<file path="config.mk">
export PLATFORM = sky130hd
export DESIGN_NAME = intersection_phase_scheduler_flat
export DESIGN_NICKNAME = d
export VERILOG_FILES = /design/src/rtl/intersection_pkg.sv /design/src/rtl/intersection_phase_scheduler_if.sv /design/src/rtl/intersection_phase_scheduler_phase_timer.sv /design/src/rtl/intersection_phase_scheduler.sv /design/src/flat_wrapper.sv
export SDC_FILE = /design/constraint.sdc
export NUM_CORES = 1
export LEC_CHECK = 0
export ABC_AREA = 0
export CORE_MARGIN = 2
export CORE_UTILIZATION = 30
export DETAILED_ROUTE_END_ITERATION = 12
export HOLD_SLACK_MARGIN = 0.12
export MAX_ROUTING_LAYER = met4
export PLACE_DENSITY = 0.47
export SLEW_MARGIN = 20
export SYNTH_ARGS = -nofsm -noshare
export SYNTH_HDL_FRONTEND = slang
export SYNTH_HIERARCHICAL = 1
export SYNTH_SLANG_ARGS = --single-unit
</file>
<file path="constraint.sdc">
create_clock -name clk -period 3.3 [get_ports clk]
set_clock_uncertainty 0.15 [all_clocks]
set_input_delay 0.66 -clock clk [delete_from_list [all_inputs] [get_ports clk]]
set_output_delay 0.66 -clock clk [all_outputs]
set_load 0.02 [all_outputs]
</file>
<file path="src/rtl/intersection_pkg.sv">
// Shared definitions for the intersection phase scheduler: lamp encodings,
// controller state codes and round-robin requester indices.
package intersection_pkg;

  localparam logic [1:0] LIGHT_RED    = 2'b00;
  localparam logic [1:0] LIGHT_YELLOW = 2'b01;
  localparam logic [1:0] LIGHT_GREEN  = 2'b10;

  typedef enum logic [2:0] {
    GREEN_A  = 3'd0,
    YELLOW_A = 3'd1,
    GREEN_B  = 3'd2,
    YELLOW_B = 3'd3,
    WALK     = 3'd4,
    ALL_RED  = 3'd5
  } phase_e;

  typedef logic [1:0] req_idx_t;

  localparam req_idx_t REQ_A    = 2'd0;
  localparam req_idx_t REQ_B    = 2'd1;
  localparam req_idx_t REQ_WALK = 2'd2;

  // Next requester in the fixed A -> B -> WALK -> A rotation.
  function automatic req_idx_t req_next(input req_idx_t idx);
    return (idx == REQ_WALK) ? REQ_A : req_idx_t'(idx + 2'd1);
  endfunction

endpackage

</file>
<file path="src/rtl/intersection_phase_scheduler_if.sv">
// Request and lamp signals of the intersection phase scheduler.
// EMERGENCY_PREEMPT_EN adds the emergency pre-emption inputs.
interface intersection_phase_scheduler_if;
  logic       traffic_A;
  logic       traffic_B;
  logic       ped_req;
  logic [1:0] LA;
  logic [1:0] LB;
  logic       walk;
  logic       ped_ack;
  logic [2:0] phase;
`ifdef EMERGENCY_PREEMPT_EN
  logic       emerg_req;
  logic       emerg_dir;

  modport master (output traffic_A, traffic_B, ped_req, emerg_req, emerg_dir,
                  input  LA, LB, walk, ped_ack, phase);
  modport slave  (input  traffic_A, traffic_B, ped_req, emerg_req, emerg_dir,
                  output LA, LB, walk, ped_ack, phase);
`else
  modport master (output traffic_A, traffic_B, ped_req,
                  input  LA, LB, walk, ped_ack, phase);
  modport slave  (input  traffic_A, traffic_B, ped_req,
                  output LA, LB, walk, ped_ack, phase);
`endif
endinterface

</file>
<file path="src/rtl/intersection_phase_scheduler_phase_timer.sv">
// Per-phase cycle timer: cleared on state entry, saturating increment.
module phase_timer #(
  parameter int TW = 8
) (
  input  logic          clk,
  input  logic          reset_n,
  input  logic          clr,
  output logic [TW-1:0] count
);

  localparam logic [TW-1:0] SAT = '1;

  // Count cycles spent in the current phase, holding at the top value.
  always_ff @(posedge clk or negedge reset_n) begin
    if (!reset_n) begin
      count <= '0;
    end else if (clr) begin
      count <= '0;
    end else if (count != SAT) begin
      count <= count + TW'(1);
    end
  end

endmodule

</file>
<file path="src/rtl/intersection_phase_scheduler.sv">
// Two-road intersection plus pedestrian crossing phase scheduler.
// Round-robin arbitration between A, B and WALK after every all-red clearance.
// Optional feature macro: EMERGENCY_PREEMPT_EN (emergency vehicle pre-emption).
module intersection_phase_scheduler
  import intersection_pkg::*;
#(
  parameter int MIN_GREEN    = 8,
  parameter int MAX_GREEN    = 32,
  parameter int YELLOW_TIME  = 5,
  parameter int ALL_RED_TIME = 2,
  parameter int WALK_TIME    = 10,
  parameter int TW           = 8
) (
  input  logic                           clk,
  input  logic                           reset_n,
  intersection_phase_scheduler_if.slave  bus
);

  localparam logic [TW-1:0] MIN_LAST  = TW'(MIN_GREEN - 1);
  localparam logic [TW-1:0] MAX_LAST  = TW'(MAX_GREEN - 1);
  localparam logic [TW-1:0] YEL_LAST  = TW'(YELLOW_TIME - 1);
  localparam logic [TW-1:0] AR_LAST   = TW'(ALL_RED_TIME - 1);
  localparam logic [TW-1:0] WALK_LAST = TW'(WALK_TIME - 1);

  phase_e        state, state_next;
  req_idx_t      last_served, last_next;
  logic [TW-1:0] timer;
  logic          ped_pending;
  logic          ped_ack;
  logic          walk_entry;
  logic          green_a_end, green_b_end, walk_end;
  logic [2:0]    reqs;
  req_idx_t      cand1, cand2, pick;
  logic [1:0]    la, lb;
  logic          walk;

  function automatic logic req_on(input logic [2:0] r, input req_idx_t idx);
    case (idx)
      REQ_A:    return r[0];
      REQ_B:    return r[1];
      REQ_WALK: return r[2];
      default:  return 1'b0;
    endcase
  endfunction

  function automatic phase_e phase_for(input req_idx_t idx);
    case (idx)
      REQ_B:    return GREEN_B;
      REQ_WALK: return WALK;
      default:  return GREEN_A;
    endcase
  endfunction

  phase_timer #(.TW(TW)) u_phase_timer (
    .clk     (clk),
    .reset_n (reset_n),
    .clr     (state_next != state),
    .count   (timer)
  );

  // Phase-end conditions and round-robin candidate selection.
  always_comb begin
    reqs        = {ped_pending, bus.traffic_B, bus.traffic_A};
    green_a_end = (timer >= MIN_LAST) && (bus.traffic_B || ped_pending) &&
                  (!bus.traffic_A || (timer >= MAX_LAST));
    green_b_end = (timer >= MIN_LAST) && (bus.traffic_A || ped_pending) &&
                  (!bus.traffic_B || (timer >= MAX_LAST));
    walk_end    = (timer == WALK_LAST);
`ifdef EMERGENCY_PREEMPT_EN
    // Emergency: clear the crossing road at once, hold the emergency road.
    if (bus.emerg_req) begin
      green_a_end = bus.emerg_dir;
      green_b_end = !bus.emerg_dir;
      walk_end    = 1'b1;
    end
`endif
    cand1 = req_next(last_served);
    cand2 = req_next(cand1);
    if (req_on(reqs, cand1))            pick = cand1;
    else if (req_on(reqs, cand2))       pick = cand2;
    else if (req_on(reqs, last_served)) pick = last_served;
    else                                pick = REQ_A;
  end

  // Next-state and last-served selection.
  always_comb begin
    state_next = state;
    last_next  = last_served;
    case (state)
      GREEN_A:  if (green_a_end) state_next = YELLOW_A;
      YELLOW_A: if (timer == YEL_LAST) state_next = ALL_RED;
      GREEN_B:  if (green_b_end) state_next = YELLOW_B;
      YELLOW_B: if (timer == YEL_LAST) state_next = ALL_RED;
      WALK:     if (walk_end) state_next = ALL_RED;
      ALL_RED: begin
        if (timer == AR_LAST) begin
`ifdef EMERGENCY_PREEMPT_EN
          if (bus.emerg_req) begin
            state_next = bus.emerg_dir ? GREEN_B : GREEN_A;
          end else begin
            state_next = phase_for(pick);
            last_next  = pick;
          end
`else
          state_next = phase_for(pick);
          last_next  = pick;
`endif
        end
      end
      default:  state_next = ALL_RED;
    endcase
  end

  assign walk_entry = (state_next == WALK) && (state != WALK);

  // State, arbitration history, pedestrian latch and acknowledge pulse.
  always_ff @(posedge clk or negedge reset_n) begin
    if (!reset_n) begin
      state       <= GREEN_A;
      last_served <= REQ_A;
      ped_pending <= 1'b0;
      ped_ack     <= 1'b0;
    end else begin
      state       <= state_next;
      last_served <= last_next;
      ped_ack     <= walk_entry;
      if (walk_entry)       ped_pending <= 1'b0;
      else if (bus.ped_req) ped_pending <= 1'b1;
    end
  end

  // Moore lamp decode; anything not named drives all lamps red.
  always_comb begin
    la   = LIGHT_RED;
    lb   = LIGHT_RED;
    walk = 1'b0;
    case (state)
      GREEN_A:  la   = LIGHT_GREEN;
      YELLOW_A: la   = LIGHT_YELLOW;
      GREEN_B:  lb   = LIGHT_GREEN;
      YELLOW_B: lb   = LIGHT_YELLOW;
      WALK:     walk = 1'b1;
      default:  ;
    endcase
  end

  assign bus.LA      = la;
  assign bus.LB      = lb;
  assign bus.walk    = walk;
  assign bus.ped_ack = ped_ack;
  assign bus.phase   = state;

endmodule

</file>
<file path="src/flat_wrapper.sv">
// flat-port wrapper written by rule: the top's interface ports become plain ports
module intersection_phase_scheduler_flat import intersection_pkg::*;
#(
  parameter int MIN_GREEN    = 8,
  parameter int MAX_GREEN    = 32,
  parameter int YELLOW_TIME  = 5,
  parameter int ALL_RED_TIME = 2,
  parameter int WALK_TIME    = 10,
  parameter int TW           = 8
)
  (clk, reset_n, bus_traffic_A, bus_traffic_B, bus_ped_req, bus_LA, bus_LB, bus_walk, bus_ped_ack, bus_phase);
  intersection_phase_scheduler_if bus_i ();
  input  logic clk;
  input  logic reset_n;
  input wire logic [$bits(bus_i.traffic_A)-1:0] bus_traffic_A;
  input wire logic [$bits(bus_i.traffic_B)-1:0] bus_traffic_B;
  input wire logic [$bits(bus_i.ped_req)-1:0] bus_ped_req;
  output wire logic [$bits(bus_i.LA)-1:0] bus_LA;
  output wire logic [$bits(bus_i.LB)-1:0] bus_LB;
  output wire logic [$bits(bus_i.walk)-1:0] bus_walk;
  output wire logic [$bits(bus_i.ped_ack)-1:0] bus_ped_ack;
  output wire logic [$bits(bus_i.phase)-1:0] bus_phase;
  assign bus_i.traffic_A = bus_traffic_A;
  assign bus_i.traffic_B = bus_traffic_B;
  assign bus_i.ped_req = bus_ped_req;
  assign bus_LA = bus_i.LA;
  assign bus_LB = bus_i.LB;
  assign bus_walk = bus_i.walk;
  assign bus_ped_ack = bus_i.ped_ack;
  assign bus_phase = bus_i.phase;
  intersection_phase_scheduler #(.MIN_GREEN(MIN_GREEN), .MAX_GREEN(MAX_GREEN), .YELLOW_TIME(YELLOW_TIME), .ALL_RED_TIME(ALL_RED_TIME), .WALK_TIME(WALK_TIME), .TW(TW)) u_core (.clk(clk), .reset_n(reset_n), .bus(bus_i));
endmodule
</file>
==> summary.txt, run 1 <==
Status
  • Status: completed

Place
  • DPL Wire Length: approximately 1700 um
  • DP Worst Slack: about 0.38 ns
  • Global placer's final weighted congestion: 0.795
  • PortBufs: 13
  • Placed cell areas: roughly 1100 um^2

Clock tree
  • H-tree depth: 1
  • Worst-path clk slew: approximately 0.090 ns
  • CTS Root Cell: clkbuf_4
  • Worst-skew pair later-pin latency: 0.28 ns
  • Setup Buffers After CTS: 0
  • Cts bufs inserted: 3
  • Clock sinks: 15
  • Post-CTS sizing: 0
  • CTS tree: yes
  • Maximum root-to-sink buffer count: 2
  • Cts hold-fix bufs: 0

Pwr
  • Clock share of power: 0.350
  • Comb pwr share: 0.041
  • Psw: between 60 and 70 uW
  • Pint: between 200 and 250 uW
  • VDD IR max: 0.166 mV
  • Tot Pwr: 302 uW
  • PwrDens: approximately 260 nW/um^2
  • LEAKAGE: between 0.0004 and 0.0005 uW
  • Sw frac: 0.218
  • Reg power frac: 0.609

Job
  • Max-Cap Viols: 0

Routing
  • DR WL/cell: 14.2 um
  • TritonRoute pass-1 iters: 4
  • Vias per Instance: ~5.5
  • DRT Wirelength: approximately 2300 um
  • DRC: 0
  • DR vias: between 800 and 900
  • ANT nets after route: 0
  • 1st-iter DRT viols: 35

Final layout
  • Util after Layout: 0.377
  • Layout cells sized above 1: 0.103
  • Fin area: around 1100 um^2
  • # diodes: 0
  • Filler cells: approximately 330
  • Area Growth Syn to Fin: 19.5%
  • Nets@finish: 124

Setup path
  • FF-to-FF setup slack: 0.67 ns
  • CP Class: in -> reg
  • Setup crit start: bus_traffic_A
  • CP startpoint kind: input pin
  • RR Endpoint: u_core/u_phase_timer/count[2]$_DFFE_PN0P_
  • Crit end category: flip-flop
  • WP data required: about 3.4 ns
  • Reg2Reg Launch Point: u_core/bus.phase[1]$_DFF_PN0_
  • Arrival @ worst endpoint: between 2 and 3 ns
  • Worst setup path endpoint: u_core/u_phase_timer/count[2]$_DFFE_PN0P_
  • Worst reg2reg path depth: 7
  • Critical Path Fanout Max: 8

Global routing
  • Gr usage total: 0.151
  • Largest net degree at the start of global routing: 16
  • Grt met3 use: 0.0384
  • Global-route wire length before repair: slightly above 4000 um
  • GRT met2 Usage: 0.243
  • GRT Residual Overflow: 0
  • Busiest layer in global routing: met2
  • Vias in the first global route: ~860
  • Initial antenna violation count: 0
  • M1 GR Usage: 0.190

Yosys
  • Ys Warns: 6
  • Primary FF master, synth: dfrtp_1
  • FFs w/ async S/R, synth: 1.00
  • Syn Nets: 110
  • Post-synth EDFFs: 0
  • FF+latch count, synth: 15
  • Post-synthesis sequential area ratio: 0.390
  • Post-synthesis cell count: approximately 100
  • Synthesized cell area: approximately 960 um^2
  • Synth unique cells: 42
  • Syn Area/Cell: 9.25 um^2

STA
  • Final setup margin: between 0.6 and 0.7 ns
  • Slew Limit Fails: 0
  • RSZ-0062 raised after global routing: no
  • Post-Route Setup TNS: 0 ns
  • Setup-failing EPs final: 0
  • Slew HR: 0.510
  • Peak Freq: around 380 MHz
  • Worst slew pin tran: 0.733 ns
  • Tmin final: around 2.7 ns
  • Fin. Hold Viols: 0
  • Fin crit share: 0.808

Die
  • Die Ht: 60.6 um
  • Core Box Area: 3050 um^2
  • Die X: between 60 and 70 um
  • Die ar.: about 3700 um^2
  • IO Count: 14
  • Num rows: 20
  • Starting Density: 0.315

Hold path
  • Hold Crit Class: reg -> reg
## sequential cells by signal, indices dropped and copies added, names as in the netlist
signal and flops:
u_core/u_phase_timer/count 8, u_core/ped_pending 1, u_core/last_served 2, u_core/bus.phase 3, u_core/bus.ped_ack 1
## worst max-delay path: stages
cell,delay (ns)
clkdlybuf4s50_1,0.48
mux2_2,0.29
o21ai_0,0.28
nand3_1,0.15
a21o_1,0.23
o22a_1,0.30
o21bai_1,0.20
a31oi_1,0.14
## cell usage after synthesis, types with 2 or more instances
cell type  count  area share
or3_1          4       0.026
a31oi_1        5       0.033
and3_1         4       0.026
nor2_1         3       0.012
a21oi_1        7       0.036
nor2b_1        3       0.020
o21ai_0        4       0.021
nand3_1        5       0.026
a211oi_1       3       0.023
mux2i_1        2       0.021
nand2_1        4       0.016
nand4_1        2       0.013
nor4_1         2       0.013
nand2b_1       3       0.020
and4_2         3       0.031
a21o_1         3       0.023
nor4b_1        2       0.018
nor3_1         5       0.026
nor3b_1        2       0.016
inv_1          2      0.0078
dfrtp_1       15        0.39
## power groups by stage
stage | clock network (uW) | registers (uW) | logic (uW)
5_1_grt | 122 | 184 | 13.8
2_1_floorplan | 0 | 187 | 2.19
6_report | 106 | 184 | 12.3
3_3_place_gp | 0 | 187 | 12.3
3_5_place_dp | 0 | 187 | 12.6
4_1_cts | 114 | 184 | 12.6
## cells in the final DEF, fill, tap and decap left out, types with 2 or more instances in the layout
cell             synthesis  layout
nor4b_1                  2       2
a211oi_1                 3       3
mux2i_1                  2       2
clkbuf_4                 0       3
nor3b_1                  2       2
nand3_1                  5       5
nand4_1                  2       2
and4_2                   3       3
a21o_1                   3       3
clkdlybuf4s50_1          0      13
nand2b_1                 3       3
o21ai_0                  4       4
nor3_1                   5       5
nand2_1                  4       4
inv_1                    2       2
nor2b_1                  3       3
nor2_1                   3       3
dfrtp_1                 15      15
and3_1                   4       4
nor4_1                   2       2
or3_1                    4       4
a21oi_1                  7       7
a31oi_1                  5       5
## cell families (layout without fill, tap and decap cells)
family	after synthesis	count (layout)	synth area share
muxes	3	3	0.0325
and+or+nand+nor	49	49	0.328
buffers and inverters	6	19	0.0325
AOI/OAI and AO/OA	30	30	0.204
adders and majority gates	1	1	0.0130
DFF	15	15	0.390
## worst min-delay path by stage
stage,startpoint,end,slack (ns),depth (start not counted)
floorplan,reset_n,u_core/bus.ped_ack$_DFF_PN0_,0.21,0
global placement,u_core/last_served[1]$_DFFE_PN0P_,u_core/last_served[1]$_DFFE_PN0P_,0.37,1
detailed placement,u_core/last_served[1]$_DFFE_PN0P_,u_core/last_served[1]$_DFFE_PN0P_,0.38,1
CTS,u_core/last_served[1]$_DFFE_PN0P_,u_core/last_served[1]$_DFFE_PN0P_,0.39,1
global route,u_core/last_served[0]$_DFFE_PN0P_,u_core/last_served[0]$_DFFE_PN0P_,0.43,1
finish,u_core/last_served[1]$_DFFE_PN0P_,u_core/last_served[1]$_DFFE_PN0P_,0.38,1
## metrics by stage
step                hold WS [ns]  cells
finish                     0.384    161
global route               0.430    161
CTS                        0.393    161
detailed placement         0.380    157
global placement           0.366    157
floorplan                  0.214    104
## layer usage
layer  part of all wire  up-vias
met5                  0        -
met4             0.0061        0
met3              0.037        2
met2               0.48       19
met1               0.48      432
li1                   -      435
## area by class of cell
type,count,area [um^2],share of cell area
sequential,15,375,0.326
clock buffer,4,26.3,0.0229
multi-input combinational,83,556,0.483
inverter,2,7.51,0.00653
tap,44,55.1,0.0479
timing repair buffer,13,130,0.113
Power figures use the tool's default switching activity.
==> inputs of run 2 (changes only) <==
--- a/config.mk
+++ b/config.mk
@@ -11,7 +11,7 @@
 export DETAILED_ROUTE_END_ITERATION = 12
 export HOLD_SLACK_MARGIN = 0.12
 export MAX_ROUTING_LAYER = met4
-export PLACE_DENSITY = 0.47
+export PLACE_DENSITY = 0.49
 export SLEW_MARGIN = 20
 export SYNTH_ARGS = -nofsm -noshare
 export SYNTH_HDL_FRONTEND = slang
==> constraint.sdc (replaced) <==
create_clock -name clk -period 2.2 [get_ports clk]
set_clock_uncertainty 0.15 [all_clocks]
set_input_delay 0.44 -clock clk [delete_from_list [all_inputs] [get_ports clk]]
set_output_delay 0.44 -clock clk [all_outputs]
set_load 0.02 [all_outputs]
==> summary.txt, run 2 (synthesis gave the netlist of run 1 again) <==
Status
  • Status: complete, but fails checks
  • Failing checks: setup timing

STA
  • Setup-failing EPs final: 8 (+8)
  • RSZ-0062 raised after global routing: yes
  • Peak Freq: roughly 400 MHz
  • Fin. Hold Viols: 0 (unchanged)
  • Worst slew pin tran: 0.458 ns (-0.274 ns)
  • Fin Hold WS: 0.307 ns (-0.0772 ns)
  • Slew Limit Fails: 0 (unchanged)
  • Fin crit share: 1.12
  • Tmin final: between 2 and 2.5 ns
  • Post-Route Setup TNS: -1.74 ns (-1.74 ns)
  • Slew HR: 0.692 (+0.182)
  • Final setup margin: -0.273 ns (-0.906 ns)

Setup path
  • Reg2Reg Launch Point: u_core/bus.phase[1]$_DFF_PN0_
  • Critical Path Stages: 7 (-1)
  • Top Family by Delay on Critical Path: simple AND/OR/NAND/NOR gates
  • FF-to-FF setup slack: -0.27 ns (-0.94 ns)
  • Crit-path slowest cell: or4b_4
  • Buffers and inverters on the worst path: 1 (unchanged)
  • Crit path largest cell delay: 0.54 ns (+0.06 ns)
  • Worst setup path endpoint: u_core/u_phase_timer/count[4]$_DFFE_PN0P_
  • Critical Path Fanout Max: 7 (-1)
  • Crit end category: flip-flop
  • CP Class: reg -> reg
  • WP data required: 2.26 ns (-1.10 ns)
  • Most frequent CP cell: a21o_1
  • Arrival @ worst endpoint: 2.53 ns (-0.20 ns)
  • Worst reg2reg path depth: 7 (unchanged)
  • Setup crit start: u_core/bus.phase[1]$_DFF_PN0_
  • CP startpoint kind: flip-flop
  • RR Endpoint: u_core/u_phase_timer/count[4]$_DFFE_PN0P_
  • Critical-path cell list: or4b_4, or3_1, a21o_1, a21o_1, o22a_4, buf_4, a211oi_2

Clock tree
  • Cts bufs inserted: 3 (unchanged)
  • CTS tree: yes
  • Clock sinks: 15 (unchanged)
  • Maximum root-to-sink buffer count: 2 (unchanged)
  • Worst-path clk slew: 0.10 ns (about the same)
  • CTS Root Cell: clkbuf_4
  • Worst-skew pair later-pin latency: 0.29 ns (about the same)
  • H-tree depth: 1 (unchanged)

Routing
  • DR vias: 1,036 (+17%)
  • DRC: 0 (unchanged)
  • 1st-iter DRT viols: 44 (+26%)
  • DRT Wirelength: 2760 um (+21%)
  • ANT nets after route: 0 (unchanged)
  • Vias per Instance: 5.54 (+0.45%)
  • TritonRoute pass-1 iters: 4 (unchanged)
  • DR WL/cell: 14.8 um (+3.9%)

Global routing
  • Vias in the first global route: 938 (+9.3%)
  • Gr usage total: 0.164 (+0.0129)
  • GRT Residual Overflow: 0 (unchanged)
  • Initial antenna violation count: 0 (unchanged)
  • Largest net degree at the start of global routing: 16 (unchanged)
  • Global-route wire length before repair: 4310 um (+7.0%)

Final layout
  • Post-Layout Cell Count: 187 (+16%)
  • Nets@finish: 150 (+21%)
  • Largest Register: u_core/u_phase_timer/count
  • Most frequent cells in the layout: buf_4, dfrtp_1, clkdlybuf4s50_1, a21oi_1
  • Util after Layout: 0.455 (+0.0787)
  • Area Growth Syn to Fin: 44.5%
  • Commonest non-fill, non-tap cell in the layout: buf_4
  • Layout cells sized above 1: 0.329 (+0.226)
  • Max FFs per register: 8 (unchanged)
  • # diodes: 0 (unchanged)

Pwr
  • Clock share of power: 0.361 (+0.011)
  • Psw: 109 uW (+65%)
  • PwrDens: 335 nW/um^2 (+28%)
  • Reg power frac: 0.591 (-0.018)
  • Sw frac: 0.233 (+0.0151)
  • Comb pwr share: 0.049 (+0.008)
  • LEAKAGE: 0.000607 uW (+34%)
  • VDD IR max: 0.214 mV (+29%)
  • Pint: 358 uW (+52%)

Hold path
  • Hold Crit Class: in -> async

Place
  • PortBufs: 13 (unchanged)
  • DP Worst Slack: -0.402 ns (-0.784 ns)
  • Inst Count DP: 177 (+13%)
  • DPL Wire Length: 1930 um (+12%)
  • Global placer's final weighted congestion: 0.827 (+4.1%)

Die
  • Die X: 60.6 um (unchanged)
  • Num rows: 20 (unchanged)
  • IO Count: 14 (unchanged)
  • Die Ht: 60.6 um (unchanged)
  • Core Box Area: 3050 um^2 (unchanged)
  • Die ar.: 3680 um^2 (unchanged)
  • Starting Density: 0.315 (unchanged)

Job
  • Max-Cap Viols: 0 (unchanged)
## run 2: cell count changes in the layout (fill, tap and decap cells not counted), moves of 3 or more
cell and change:
buf_4 +26, clkdlybuf4s50_1 -5, dlygate4sd2_1 +5, a211oi_1 -3, a211oi_2 +3
## run 2: worst min path at each step
| stage | start | endpoint | slack [ns] |
|---|---|---|---|
| 3_5_place_dp | u_core/last_served[1]$_DFFE_PN0P_ | u_core/last_served[1]$_DFFE_PN0P_ | 0.37 |
| 3_3_place_gp | u_core/last_served[1]$_DFFE_PN0P_ | u_core/last_served[1]$_DFFE_PN0P_ | 0.35 |
| 5_1_grt | reset_n | u_core/last_served[1]$_DFFE_PN0P_ | 0.33 |
| 4_1_cts | reset_n | u_core/last_served[1]$_DFFE_PN0P_ | 0.31 |
| 2_1_floorplan | reset_n | u_core/bus.ped_ack$_DFF_PN0_ | -0.006 |
| 6_report | reset_n | u_core/last_served[1]$_DFFE_PN0P_ | 0.31 |
## run 2: area by class of cell
type	instances	area, um^2
multi-input combinational	83	606
fill	314	1660
clock buffer	4	26.3
timing repair buffer	39	319
sequential	15	377
tap	44	55.1
inverter	2	7.51
## run 2: worst reg2reg max path, stage by stage (launching register included)
cell and delay, ns:
dfrtp_2 0.43, or4b_4 0.54, or3_1 0.32, a21o_1 0.18
a21o_1 0.18, o22a_4 0.25, buf_4 0.14, a211oi_2 0.20
## run 2: repair_timing
item,in CTS,in global routing
hold buffers,0,0
setup buffers,3,3
endpoints found under the setup margin,13,12
gates resized for setup,11,4
hold endpoints to repair,0,0
pin swaps,2,2
## run 2: per-layer routing
metal	routed length [um]	track usage	vias up
li1	-	-	483
met1	1160	0.191	503
met2	1360	0.280	40
met3	178	0.0405	10
met4	64	0.0466	0
met5	0	-	-
## run 2: per-stage QoR
| step | power, uW | area, um^2 |
|---|---|---|
| 6_report | 466 | 1390 |
| 5_1_grt | 483 | 1390 |
| 4_1_cts | 473 | 1350 |
| 3_5_place_dp | 304 | 1270 |
| 3_3_place_gp | 304 | 1270 |
| 2_1_floorplan | 284 | 971 |
## run 2: power by group through the flow
stage / Clock (uW) / Combinational, uW / Sequential [uW]
2_1_floorplan: 0 / 3.28 / 281
6_report: 168 / 22.6 / 275
4_1_cts: 174 / 23.2 / 275
3_5_place_dp: 0 / 23.1 / 281
5_1_grt: 183 / 25.0 / 276
3_3_place_gp: 0 / 22.7 / 281
